`config.mk`:
```
export PLATFORM = sky130hd
export DESIGN_NAME = fir_xifu_ringfile
export DESIGN_NICKNAME = d
export VERILOG_FILES = /design/src/rtl/fir_xifu_ringfile.sv
export SDC_FILE = /design/constraint.sdc
export NUM_CORES = 1
export LEC_CHECK = 0
export BUFFER_PORTS_ARGS = -buffer_cell sky130_fd_sc_hd__buf_2
export CAP_MARGIN = 20
export CELL_PAD_IN_SITES_DETAIL_PLACEMENT = 1
export CELL_PAD_IN_SITES_GLOBAL_PLACEMENT = 2
export CORE_MARGIN = 3
export CORE_UTILIZATION = 35
export DETAILED_ROUTE_END_ITERATION = 6
export PLACE_DENSITY_LB_ADDON = 0.1
export SYNTH_ARGS = -nofsm -noshare
export SYNTH_HDL_FRONTEND = slang
export SYNTH_SLANG_ARGS = --single-unit
```
`constraint.sdc`:
```
create_clock -name clk_i -period 7.5 [get_ports clk_i]
set_input_delay 1.125 -clock clk_i [delete_from_list [all_inputs] [get_ports clk_i]]
set_output_delay 1.125 -clock clk_i [all_outputs]
set_load 0.01 [all_outputs]
```
`src/rtl/fir_xifu_ringfile.sv`:
```
`default_nettype none
// ============================================================================
// fir_xifu_ringfile : XIFU register file with a run-time circular ring window
//                     that behaves as a FIR sample delay line.
// Revision          : 1.0
// ============================================================================
module fir_xifu_ringfile #(
  parameter int NB_REGS    = 8,
  parameter int DATA_WIDTH = 32,
  localparam int IW        = $clog2(NB_REGS)
) (
  input  logic                  clk_i,
  input  logic                  rst_ni,
  input  logic                  cfg_valid_i,
  input  logic [IW-1:0]         cfg_base_i,
  input  logic [IW:0]           cfg_len_i,
  input  logic [4:0]            rs1_i,
  input  logic [4:0]            rs2_i,
  input  logic [4:0]            rd_i,
  output logic [DATA_WIDTH-1:0] op_a_o,
  output logic [DATA_WIDTH-1:0] op_b_o,
  output logic [DATA_WIDTH-1:0] op_c_o,
  input  logic                  wb_write_i,
  input  logic                  wb_push_i,
  input  logic [4:0]            wb_rd_i,
  input  logic [DATA_WIDTH-1:0] wb_result_i,
  output logic                  ring_en_o,
  output logic [IW-1:0]         head_o,
  output logic [IW:0]           fill_o,
  output logic                  cfg_err_o
);

  logic [DATA_WIDTH-1:0] regs_q [NB_REGS];
  logic [DATA_WIDTH-1:0] regs_d [NB_REGS];
  logic [IW-1:0]         base_q, base_d, head_q, head_d;
  logic [IW:0]           len_q, len_d, fill_q, fill_d;
  logic                  cfg_err_q, cfg_err_d;

  logic [IW-1:0] rs1_phys, rs2_phys, rd_phys, wr_phys, last_log;
  logic          ring_push, cfg_ok;
  logic [IW+1:0] cfg_end;

  // Rotated window lookup; s stays below 2*len so one conditional subtract suffices.
  function automatic logic [IW-1:0] phys(input logic [IW-1:0] r,
                                         input logic [IW-1:0] base,
                                         input logic [IW:0]   len,
                                         input logic [IW-1:0] head);
    logic [IW:0] rw, off, s;
    rw   = {1'b0, r};
    off  = '0;
    s    = '0;
    phys = r;
    if ((len != '0) && (rw >= {1'b0, base}) && (rw < ({1'b0, base} + len))) begin
      off = rw - {1'b0, base};
      s   = off + {1'b0, head};
      if (s >= len) s = s - len;
      phys = base + s[IW-1:0];
    end
  endfunction

  generate
    if (IW < 5) begin : g_unused_idx
      logic unused_idx_hi;
      assign unused_idx_hi = ^{rs1_i[4:IW], rs2_i[4:IW], rd_i[4:IW], wb_rd_i[4:IW]};
    end
  endgenerate

  always_comb begin
    ring_push = wb_write_i && wb_push_i && (len_q != '0);
    // base+len never exceeds NB_REGS, so the IW-bit wrap yields the true last index.
    last_log  = base_q + len_q[IW-1:0] - IW'(1);
    rs1_phys  = phys(rs1_i[IW-1:0], base_q, len_q, head_q);
    rs2_phys  = phys(rs2_i[IW-1:0], base_q, len_q, head_q);
    rd_phys   = phys(rd_i[IW-1:0], base_q, len_q, head_q);
    wr_phys   = ring_push ? phys(last_log, base_q, len_q, head_q)
                          : phys(wb_rd_i[IW-1:0], base_q, len_q, head_q);
    cfg_end   = {2'b00, cfg_base_i} + {1'b0, cfg_len_i};
    cfg_ok    = (cfg_end <= (IW+2)'(NB_REGS));
  end

  always_comb begin
    op_a_o = (wb_write_i && (wr_phys == rs1_phys)) ? wb_result_i : regs_q[rs1_phys];
    op_b_o = (wb_write_i && (wr_phys == rs2_phys)) ? wb_result_i : regs_q[rs2_phys];
    op_c_o = (wb_write_i && (wr_phys == rd_phys))  ? wb_result_i : regs_q[rd_phys];
  end

  always_comb begin
    regs_d    = regs_q;
    base_d    = base_q;
    len_d     = len_q;
    head_d    = head_q;
    fill_d    = fill_q;
    cfg_err_d = 1'b0;

    if (wb_write_i) regs_d[wr_phys] = wb_result_i;

    if (ring_push) begin
      head_d = (head_q == '0) ? (len_q[IW-1:0] - IW'(1)) : (head_q - IW'(1));
      fill_d = (fill_q >= len_q) ? len_q : (fill_q + (IW+1)'(1));
    end

    // An accepted configuration wins over the push's pointer update.
    if (cfg_valid_i) begin
      if (cfg_ok) begin
        base_d = cfg_base_i;
        len_d  = cfg_len_i;
        head_d = '0;
        fill_d = '0;
      end else begin
        cfg_err_d = 1'b1;
      end
    end
  end

  always_ff @(posedge clk_i or negedge rst_ni) begin
    if (!rst_ni) begin
      for (int i = 0; i < NB_REGS; i++) regs_q[i] <= '0;
      base_q    <= '0;
      len_q     <= '0;
      head_q    <= '0;
      fill_q    <= '0;
      cfg_err_q <= 1'b0;
    end else begin
      regs_q    <= regs_d;
      base_q    <= base_d;
      len_q     <= len_d;
      head_q    <= head_d;
      fill_q    <= fill_d;
      cfg_err_q <= cfg_err_d;
    end
  end

  assign ring_en_o = (len_q != '0);
  assign head_o    = head_q;
  assign fill_o    = fill_q;
  assign cfg_err_o = cfg_err_q;

endmodule
`default_nettype wire

```
==> impl_metrics.py, run 1 <==
metrics = {
    "detailed_routing": {
        "vias": 18800,
        "ant_nets": 0,
        "drt-total-wl_um": 81900,
        "drcViolationCount": 0,
        "wire_per_inst_um": 25.6,
        "drt_iter0_markers": 1036,
        "dr.pass1.iters": 5,
        "vias_per_cell": 5.89,
    },
    "worst_hold_path": {
        "hold_end": "regs_q[248]",
        "hold_path.class": "reg2reg",
        "hold_path_depth": 1,
        "holdCritStartpoint": "regs_q[248]",
    },
    "run_status": {
        "status": "finished clean",
    },
    "synth": {
        "synthXorXnorAreaFrac": 0.0166,
        "synth_fa_ha_area_frac": 0.0754,
        "ys_warn_count": 0,
        "postSynthCellCount": 2261,
        "syn-cell-area_sq_mm": 0.0206,
        "synthMuxAreaShare": 0.231,
        "synth_top_family_by_area": "multiplexers",
        "synth_compound_area_frac": 0.196,
        "avgSynthCellArea_sq_um": 9.11,
        "syn_nets": 2433,
        "synth_ff_type": "dfrtp_1",
        "ys_types": 55,
        "synthArstFlopShare": 1.00,
        "ys_seq_area_frac": 0.329,
        "synth_seq_cells": 271,
        "synth-simple-area-share": 0.0936,
        "synth_edf_count": 0,
    },
    "floorplanning": {
        "initial_core_util": 0.356,
        "core_area_sq_mm": 0.0579,
        "num_rows": 88,
        "die_h_um": 249,
        "die_w_um": 249,
        "io_pins": 169,
        "die-area_sq_mm": 0.0618,
    },
    "sta": {
        "max_clock_freq_mhz": 135,
        "clock_skew_ns": 0.0138,
        "final_max_slew_viol_count": 0,
        "fin_crit_ns": 7.40,
        "slew_headroom": 0.246,
        "period_share": 0.986,
        "rsz0062_at_grt": "yes",
        "finalSetupViolations": 0,
        "worst_pin_slew_ns": 1.13,
        "hold_violations": 0,
        "worst_hold_slack_ns": 0.556,
    },
    "global_routing": {
        "grt_pass1_vias": 19700,
        "grt_pass1_wl_um": 122000,
        "groute.usage.overall": 0.252,
        "grt_start_max_net_pins": 149,
        "grt_overflow": 0,
        "antenna_found_initial": 2,
    },
    "setup_path": {
        "worstSetupEndpointType": "output port",
        "critPathTopFamily": "adder cells",
        "r2r_end": "regs_q[108]",
        "slowest_stage": "fa_1",
        "criticalPathCategory": "reg2out",
        "cp-start-kind": "register",
        "rrSetupSlack_ns": 1.21,
        "slowest_delay_ns": 0.55,
        "r2r_cells": 27,
        "cp_common_cell": "inv_2",
        "r2r-start": "base_q[1]",
        "arrival_ns": 6.27,
        "crit_required_ns": 6.38,
        "worstPathMaxFanout": 6,
        "path_buf_inv": 8,
    },
    "clocking": {
        "clock_latency_ns": 0.56,
        "numCtsBuffers": 37,
        "cts_hold_buf": 0,
        "clkSlewWorstSetupHoldPaths_ns": 0.06,
        "ctsRootBufferMaster": "clkbuf_16",
        "cts_buffer_depth": 3,
        "cts_tree": "done",
        "cts_max_level": 2,
        "clock_sinks": 271,
    },
    "layout": {
        "layout-drive-gt1-share": 0.280,
        "fin_cells": 3198,
        "fillers": 6617,
        "nets": 2580,
        "multiInputGateArea_sq_mm": 0.0131,
        "regArea_sq_mm": 0.00678,
        "synthToLayoutAreaGrowth_pct": 21.1,
        "utilization": 0.431,
    },
    "place": {
        "dp.cells": 3082,
        "port_buffers": 160,
        "gp_congestion": 0.774,
        "dp_hpwl_um": 49400,
    },
    "job": {
        "cap_violations": 0,
    },
}
[worst register-to-register path, stage by stage, from the launching register on]
cell and delay [ns]:
dfrtp_1 0.37, inv_2 0.06, ha_4 0.26, inv_2 0.04, ha_4 0.28, inv_2 0.04
fa_1 0.55, inv_2 0.05, fa_1 0.54, inv_1 0.06, fa_2 0.35, nand2b_4 0.16
o2bb2ai_4 0.14, nand2_2 0.07, o21ai_1 0.06, nand2_1 0.07, o31ai_2 0.07, ha_2 0.20
fa_2 0.37, xor2_2 0.18, a21oi_2 0.04, nand3b_1 0.20, a22oi_4 0.32, buf_4 0.17
buf_4 0.16, or3b_2 0.37, buf_4 0.56, mux2_2 0.43
[cells by family (layout without fill, tap and decap cells)]
group | Yosys count | count (layout)
AND/OR/NAND/NOR | 479 | 479
other | 0 | 1
AO/OA/AOI/OAI | 640 | 640
buffers and inverters | 282 | 453
flip-flops | 271 | 271
XOR/XNOR | 39 | 39
multiplexers | 442 | 442
adder cells (fa/ha/maj) | 108 | 108
[worst max path at each step]
| stage | endpoint | cells past startpoint | from | slack, ns |
|---|---|---|---|---|
| detailed placement | op_b_o[23] | 23 | rs2_i[1] | -0.09 |
| global route | op_c_o[5] | 28 | base_q[1] | -0.13 |
| finish | op_c_o[6] | 28 | base_q[1] | 0.10 |
| global placement | op_b_o[23] | 23 | rs2_i[1] | 0.15 |
| floorplan | op_c_o[10] | 27 | base_q[1] | 0.27 |
| CTS | op_c_o[31] | 30 | base_q[1] | 0.04 |
[repair_timing]
| item | 4_1_cts | 5_1_grt |
|---|---|---|
| resized for setup | 31 | 52 |
| setup buffers | 23 | 23 |
| endpoints found under the hold margin | 0 | 0 |
| cloned | 2 | 5 |
| setup endpoints to repair | 96 | 96 |
| pin swaps | 12 | 15 |
[stage by stage]
| step | cell area (sq um) | setup slack (ns) | TNS [ns] |
|---|---|---|---|
| finish | 25000 | 0.102 | 0 |
| global route | 25000 | -0.133 | -3.24 |
| CTS | 24400 | 0.0434 | 0 |
| detailed placement | 22700 | -0.0879 | -0.0883 |
| global placement | 22700 | 0.152 | 0 |
| floorplan | 20600 | 0.273 | 0 |
[routing by layer]
metal / share of wire / global-route usage / wire [um] / vias to the layer above
met4: 0.027 / 0.0742 / 2210 / 0
li1: - / - / - / 8482
met2: 0.47 / 0.425 / 38900 / 481
met5: 0 / 0 / 0 / -
met1: 0.45 / 0.337 / 37100 / 9742
met3: 0.046 / 0.0364 / 3760 / 134
[cells in the final DEF (no fill, tap or decap), types with 20 or more instances in the layout]
| master | n |
|---|---|
| xnor2_1 | 22 |
| fa_1 | 25 |
| clkbuf_16 | 44 |
| mux2i_1 | 158 |
| buf_12 | 39 |
| a32oi_1 | 64 |
| inv_1 | 89 |
| ha_1 | 75 |
| a221oi_1 | 94 |
| mux2_2 | 245 |
| a22oi_1 | 33 |
| nor2_1 | 20 |
| dfrtp_1 | 270 |
| a21oi_1 | 380 |
| nand2_1 | 408 |
| buf_2 | 155 |
| buf_4 | 76 |
[cells in the mapped netlist (all sizes together) (4+ instances only)]
cell / n / area share
buf: 73 / 0.021
mux2: 261 / 0.14
nor3b: 6 / 0.0024
a31oi: 9 / 0.0027
a21o: 17 / 0.0062
a22oi: 34 / 0.013
nand2: 411 / 0.075
a221oi: 96 / 0.041
clkbuf: 111 / 0.020
nor3: 4 / 0.0012
mux2i: 181 / 0.088
nor2b: 5 / 0.0015
nand3: 6 / 0.0015
o21ai: 18 / 0.0044
a21oi: 383 / 0.093
inv: 98 / 0.018
nand2b: 7 / 0.0021
xor2: 12 / 0.0051
a32oi: 64 / 0.027
ha: 81 / 0.049
xnor2: 27 / 0.011
nor2: 26 / 0.0050
fa: 27 / 0.026
dfrtp: 271 / 0.33
[layout make-up]
type	instances	share of cell area
timing repair buffer	292	0.0997
antenna	1	0.000100
clock buffer	50	0.0440
sequential	271	0.272
tap	765	0.0383
multi-input combinational	1708	0.524
clock inverter	13	0.00702
inverter	98	0.0149
[registers in the layout, summed over array words and instances (netlist names)]
name	cells
fill_o	4
regs_q	256
head_o	3
len_q	4
cfg_err_o	1
base_q	3
Power of run 1 is not shown: default switching activity piles up to over one toggle a cycle in this logic, so the estimate is an artifact.
==> run 2, diff against run 1 <==
- RECOVER_POWER: default -> 100
==> run 2 against run 1 <==
Effect of this change:
- the run now ends with capacitance limit, slew limit left
- non-clock buffer count is the same
- worst setup slack got worse by 0.0026 ns
- final cell count unchanged
- critical path depth stayed put
- global-route usage did not move
- worst hold slack lost 0.00061 ns
- register-to-register slack better by 0.02 ns
- maximum frequency barely moved
==> impl_metrics.py, run 2 (same netlist as run 1, synthesis figures left out) <==
metrics = {
    "clocking": {
        "cts_hold_buf": 0,
        "cts_buffer_depth": 3,
        "ctsRootBufferMaster": "clkbuf_16",
        "numCtsBuffers": 37,
        "clock_sinks": 271,
        "cts_tree": "done",
        "cts_max_level": 2,
        "clock_latency_ns": 0.56,
        "clkSlewWorstSetupHoldPaths_ns": 0.06,
    },
    "sta": {
        "hold_violations": 0,
        "worst_pin_slew_ns": 3.62,
        "rsz0062_at_grt": "yes",
        "finalSetupViolations": 0,
        "clock_skew_ns": 0.0162,
        "finalWorstSetupSlack_ns": 0.0991,
        "final_max_slew_viol_count": 274,
        "slew_headroom": -1.41,
        "fin_crit_ns": 7.40,
        "worst_hold_slack_ns": 0.555,
        "max_clock_freq_mhz": 135,
        "period_share": 0.987,
    },
    "setup_path": {
        "cp-start-kind": "register",
        "r2r-start": "base_q[1]",
        "slowest_stage": "fa_1",
        "worstPathMaxFanout": 6,
        "r2r_cells": 27,
        "arrival_ns": 6.28,
        "cp_common_cell": "inv_2",
        "crit_required_ns": 6.38,
        "cp-startpoint": "base_q[1]",
        "worstSetupEndpointType": "output port",
        "criticalPathCategory": "reg2out",
        "slowest_delay_ns": 0.55,
        "rrSetupSlack_ns": 1.23,
        "r2r_end": "regs_q[86]",
    },
    "layout": {
        "layout_commonest_cell": "nand2_1",
        "synthToLayoutAreaGrowth_pct": 20.9,
        "fillers": 6626,
        "mostFrequentLayoutCells": "nand2_1 (408), a21oi_1 (380), dfrtp_1 (271)",
        "nets": 2580,
        "max_flop_register": "regs_q",
        "largest_reg_flops": 256,
        "regArea_sq_mm": 0.00678,
        "stdcell_area_sq_mm": 0.0249,
        "layout-drive-gt1-share": 0.275,
        "multiInputGateArea_sq_mm": 0.0131,
        "utilization": 0.430,
    },
    "floorplanning": {
        "core_area_sq_mm": 0.0579,
        "die_h_um": 249,
        "num_rows": 88,
        "die-area_sq_mm": 0.0618,
        "io_pins": 169,
        "initial_core_util": 0.356,
        "die_w_um": 249,
    },
    "place": {
        "gp_congestion": 0.774,
        "place_area_sq_mm": 0.0227,
        "port_buffers": 160,
        "dp_hpwl_um": 49400,
        "post-place-ws_ns": -0.0879,
    },
    "global_routing": {
        "grt_pass1_vias": 19700,
        "grt_start_max_net_pins": 149,
        "groute.usage.overall": 0.252,
        "grt_overflow": 0,
        "grt_pass1_wl_um": 122000,
        "antenna_found_initial": 2,
    },
    "worst_hold_path": {
        "hold_end": "regs_q[159]",
        "hold_path.class": "reg2reg",
        "holdCritStartpoint": "regs_q[159]",
        "hold_path_depth": 1,
    },
    "run_status": {
        "failed_checks": "capacitance limit, slew limit",
        "status": "finished, violations left",
    },
    "detailed_routing": {
        "drt_iter0_markers": 1074,
        "dr.pass1.iters": 5,
        "wire_per_inst_um": 25.6,
        "vias_per_cell": 5.89,
        "drcViolationCount": 0,
        "vias": 18800,
        "ant_nets": 0,
        "drt-total-wl_um": 81800,
    },
    "job": {
        "cap_violations": 2,
    },
}
-- run 2: cell types whose count changed in the layout (fill, tap and decap cells not counted) --
cell	previous run	this run
dfrtp_2	1	0
and2_0	0	1
dfrtp_1	270	271
buf_2	155	146
buf_4	76	75
clkbuf_1	3	13
and2_1	2	1
clkbuf_2	0	1
nor3b_4	1	0
buf_12	39	38
buf_8	2	1
clkbuf_4	0	1
nor3b_1	5	6
-- run 2: critical path, delay by kind of cell (launching register included) --
family / cells / cell delay [ns]
AO/OA/AOI/OAI: 5 / 0.63
multiplexers: 1 / 0.21
XOR/XNOR: 2 / 0.33
adder cells (fa/ha/maj): 7 / 2.55
buffers and inverters: 8 / 0.74
flip-flops: 1 / 0.37
AND/OR/NAND/NOR: 5 / 0.86
-- run 2: per-layer routing --
metal,wire [um],global-route usage
met1,37200,0.337
met2,39100,0.425
met3,3500,0.0364
met4,2060,0.0742
met5,0,0
-- run 2: area by class of cell --
cell class,count,area share
multi-input cells,1708,0.525
repair buffers,292,0.0984
diodes,1,0.000100
well taps,765,0.0384
clock inverters,13,0.00703
clock buffers,50,0.0440
inverters,98,0.0149
flip-flops and latches,271,0.272
-- run 2: stage by stage --
stage	TNS [ns]	cells
2_1_floorplan	0	2261
3_3_place_gp	0	3082
3_5_place_dp	-0.0883	3082
4_1_cts	0	3170
5_1_grt	-3.28	3197
6_report	0	3198
-- run 2: worst max-delay path by stage --
stage	to	slack [ns]
3_5_place_dp	op_b_o[23]	-0.09
5_1_grt	op_c_o[5]	-0.13
3_3_place_gp	op_b_o[23]	0.15
6_report	op_c_o[6]	0.1
2_1_floorplan	op_c_o[10]	0.27
4_1_cts	op_c_o[31]	0.04
-- run 2: timing repair --
item	in CTS	in global routing
pin swaps	12	15
setup buffers	23	23
endpoints found under the setup margin	96	96
gates resized for setup	31	52
gates cloned	2	5
Power of run 2 is left out for the same reason.
==> run 3, diff against run 2 <==
- ABC_AREA: default -> 1
- CORE_UTILIZATION: 35 -> 31
==> run 3 against run 2 <==
Effect of this change:
- the flow still finishes with violations (capacitance limit, slew limit)
- maximum frequency rose by 2.7%
- critical path type unchanged
- worst setup slack improved by 0.19 ns
- via count rose by 30%
- utilization shrank 6.3 points
- global-route usage is 3.2 points higher
- final cell count is 36% higher
- critical endpoint is now op_c_o[31]
- largest cell class unchanged
==> impl_metrics.py, run 3 <==
metrics = {
    "setup_path": {
        "criticalPathCategory": "reg2out",
        "path_buf_inv": 7,
        "crit_required_ns": 6.38,
        "cp-startpoint": "len_q[0]",
        "cp_num_cells": 29,
        "r2r_end": "regs_q[137]",
        "r2r-start": "len_q[0]",
        "slowest_delay_ns": 0.53,
        "rrSetupSlack_ns": 1.30,
        "critPathTopFamily": "adder cells",
        "cp-start-kind": "register",
        "cp_common_cell": "nand2_2",
        "arrival_ns": 6.08,
        "worstPathMaxFanout": 32,
        "r2r_cells": 31,
        "slowest_stage": "fa_1",
        "worstSetupEndpointType": "output port",
    },
    "floorplanning": {
        "io_pins": 169,
        "die-area_sq_mm": 0.0727,
        "initial_core_util": 0.317,
        "num_rows": 95,
        "core_area_sq_mm": 0.0680,
        "die_w_um": 270,
        "die_h_um": 270,
    },
    "detailed_routing": {
        "wire_per_inst_um": 24.3,
        "vias_per_cell": 5.61,
        "highest_layer": "met4",
        "met1Wirelength_um": 45300,
        "drt_iter0_markers": 1850,
        "route.met3.wl_um": 5890,
        "route.met2.wl_um": 50900,
        "ant_nets": 0,
        "drcViolationCount": 0,
        "vias": 24400,
        "drt-total-wl_um": 106000,
        "dr.pass1.iters": 5,
    },
    "place": {
        "dp_hpwl_um": 61800,
        "gp_congestion": 0.818,
        "port_buffers": 160,
        "dp.cells": 4277,
    },
    "synth": {
        "synth.most_common_cell": "nand2_1",
        "synthMuxAreaShare": 0,
        "synth_fa_ha_area_frac": 0.0722,
        "syn-cell-area_sq_mm": 0.0215,
        "synthArstFlopShare": 1.00,
        "synth_ff_type": "dfrtp_1",
        "synth_seq_cells": 271,
        "synth_top_area_share": 0.315,
        "avgSynthCellArea_sq_um": 6.42,
        "synthXorXnorAreaFrac": 0.0126,
        "postSynthCellCount": 3352,
        "ys_top_cells_by_area": "dfrtp_1 (31%), nand2_1 (25%), nand3_1 (15%)",
        "ys_seq_area_frac": 0.315,
        "ys_warn_count": 0,
        "ys_types": 32,
        "synth_compound_area_frac": 0.0765,
        "yosys.area.top_type": "dfrtp_1",
        "synthTopCellsByCount": "nand2_1 (1454), nand3_1 (630), dfrtp_1 (271)",
        "syn_nets": 3524,
        "synth_edf_count": 0,
        "synth-simple-area-share": 0.447,
        "synth_top_family_by_area": "simple AND/OR/NAND/NOR gates",
    },
    "global_routing": {
        "grt_start_max_net_pins": 96,
        "antenna_found_initial": 3,
        "groute.usage.overall": 0.284,
        "grt_pass1_vias": 25800,
        "grt_pass1_wl_um": 160000,
        "grt_overflow": 0,
    },
    "clocking": {
        "cts_hold_buf": 0,
        "clock_sinks": 271,
        "ctsRootBufferMaster": "clkbuf_16",
        "cts_buffer_depth": 3,
        "clkSlewWorstSetupHoldPaths_ns": 0.06,
        "cts_max_level": 2,
        "clock_latency_ns": 0.57,
        "cts_tree": "done",
        "numCtsBuffers": 38,
    },
    "sta": {
        "clock_skew_ns": 0.0162,
        "fin_crit_ns": 7.21,
        "tns_ns": 0,
        "rsz0062_at_grt": "yes",
        "period_share": 0.961,
        "hold_violations": 0,
        "worst_pin_slew_ns": 5.71,
        "final_max_slew_viol_count": 94,
        "max_clock_freq_mhz": 139,
        "slew_headroom": -2.81,
        "finalSetupViolations": 0,
    },
    "worst_hold_path": {
        "holdCritStartpoint": "regs_q[15]",
        "hold_path_depth": 2,
        "hold_path.class": "reg2reg",
        "hold_end": "regs_q[15]",
    },
    "layout": {
        "max_flop_register": "regs_q",
        "nets": 3586,
        "diodes": 0,
        "synthToLayoutAreaGrowth_pct": 16.0,
        "layout-drive-gt1-share": 0.113,
        "multiInputGateArea_sq_mm": 0.0134,
        "mostFrequentLayoutCells": "nand2_1 (1426), nand3_1 (628), dfrtp_1 (271)",
        "regArea_sq_mm": 0.00678,
        "fin_cells": 4355,
        "fillers": 8758,
        "layout_commonest_cell": "nand2_1",
        "largest_reg_flops": 256,
    },
    "run_status": {
        "failed_checks": "capacitance limit, slew limit",
        "status": "finished, violations left",
    },
    "job": {
        "cap_violations": 1,
    },
}
## run 3: cells by family (layout without fill, tap and decap cells)
group	Yosys count	in the layout
and+or+nand+nor	2248	2248
DFF	271	271
xor gates and xnor gates	31	31
AOI/OAI and AO/OA	321	321
adders and majority gates	108	108
buffers and inverters	373	455
## run 3: timing repair
item                       CTS  global route
gates resized for setup     21            42
pin swaps                    1            15
setup endpoints to repair   89            96
cloned                       2             2
buffers inserted             2            12
## run 3: worst register-to-register path, delay by kind of cell (launching register included)
family / cells / cell delay [ns]
adder cells (fa/ha/maj): 7 / 2.07
AO/OA/AOI/OAI: 4 / 0.42
XOR/XNOR: 3 / 0.50
buffers and inverters: 8 / 1.07
AND/OR/NAND/NOR: 9 / 1.65
flip-flops: 1 / 0.39
## run 3: area by class of cell
class,count,share of cell area
Inverter,142,0.0214
Clock buffer,51,0.0424
Tap cell,921,0.0462
Sequential cell,271,0.272
Timing Repair Buffer,253,0.0786
Clock inverter,9,0.00451
Multi-Input combinational cell,2708,0.535
## run 3: worst max path at each step
stage | to | slack [ns]
6_report | op_c_o[31] | 0.29
5_1_grt | op_c_o[22] | -0.04
4_1_cts | op_b_o[9] | 0.002
3_5_place_dp | op_c_o[31] | 0.27
3_3_place_gp | op_c_o[31] | 0.40
2_1_floorplan | op_a_o[10] | 0.62
## run 3: layer usage
metal	vias up	GRT usage
li1	11100	-
met5	-	0
met4	0	0.107
met1	12300	0.364
met3	195	0.0324
met2	802	0.493
## run 3: through the flow
step	setup WS (ns)	area, sq um	utilization	hold WS, ns
after floorplan	0.617	21500	-	0.502
after global placement	0.396	23400	0.344	0.516
after detailed placement	0.267	23400	0.344	0.528
after CTS	0.00167	24700	0.363	0.543
after global routing	-0.0380	25000	0.367	0.566
final	0.293	25000	0.367	0.542
Power of run 3 is left out for the same reason.
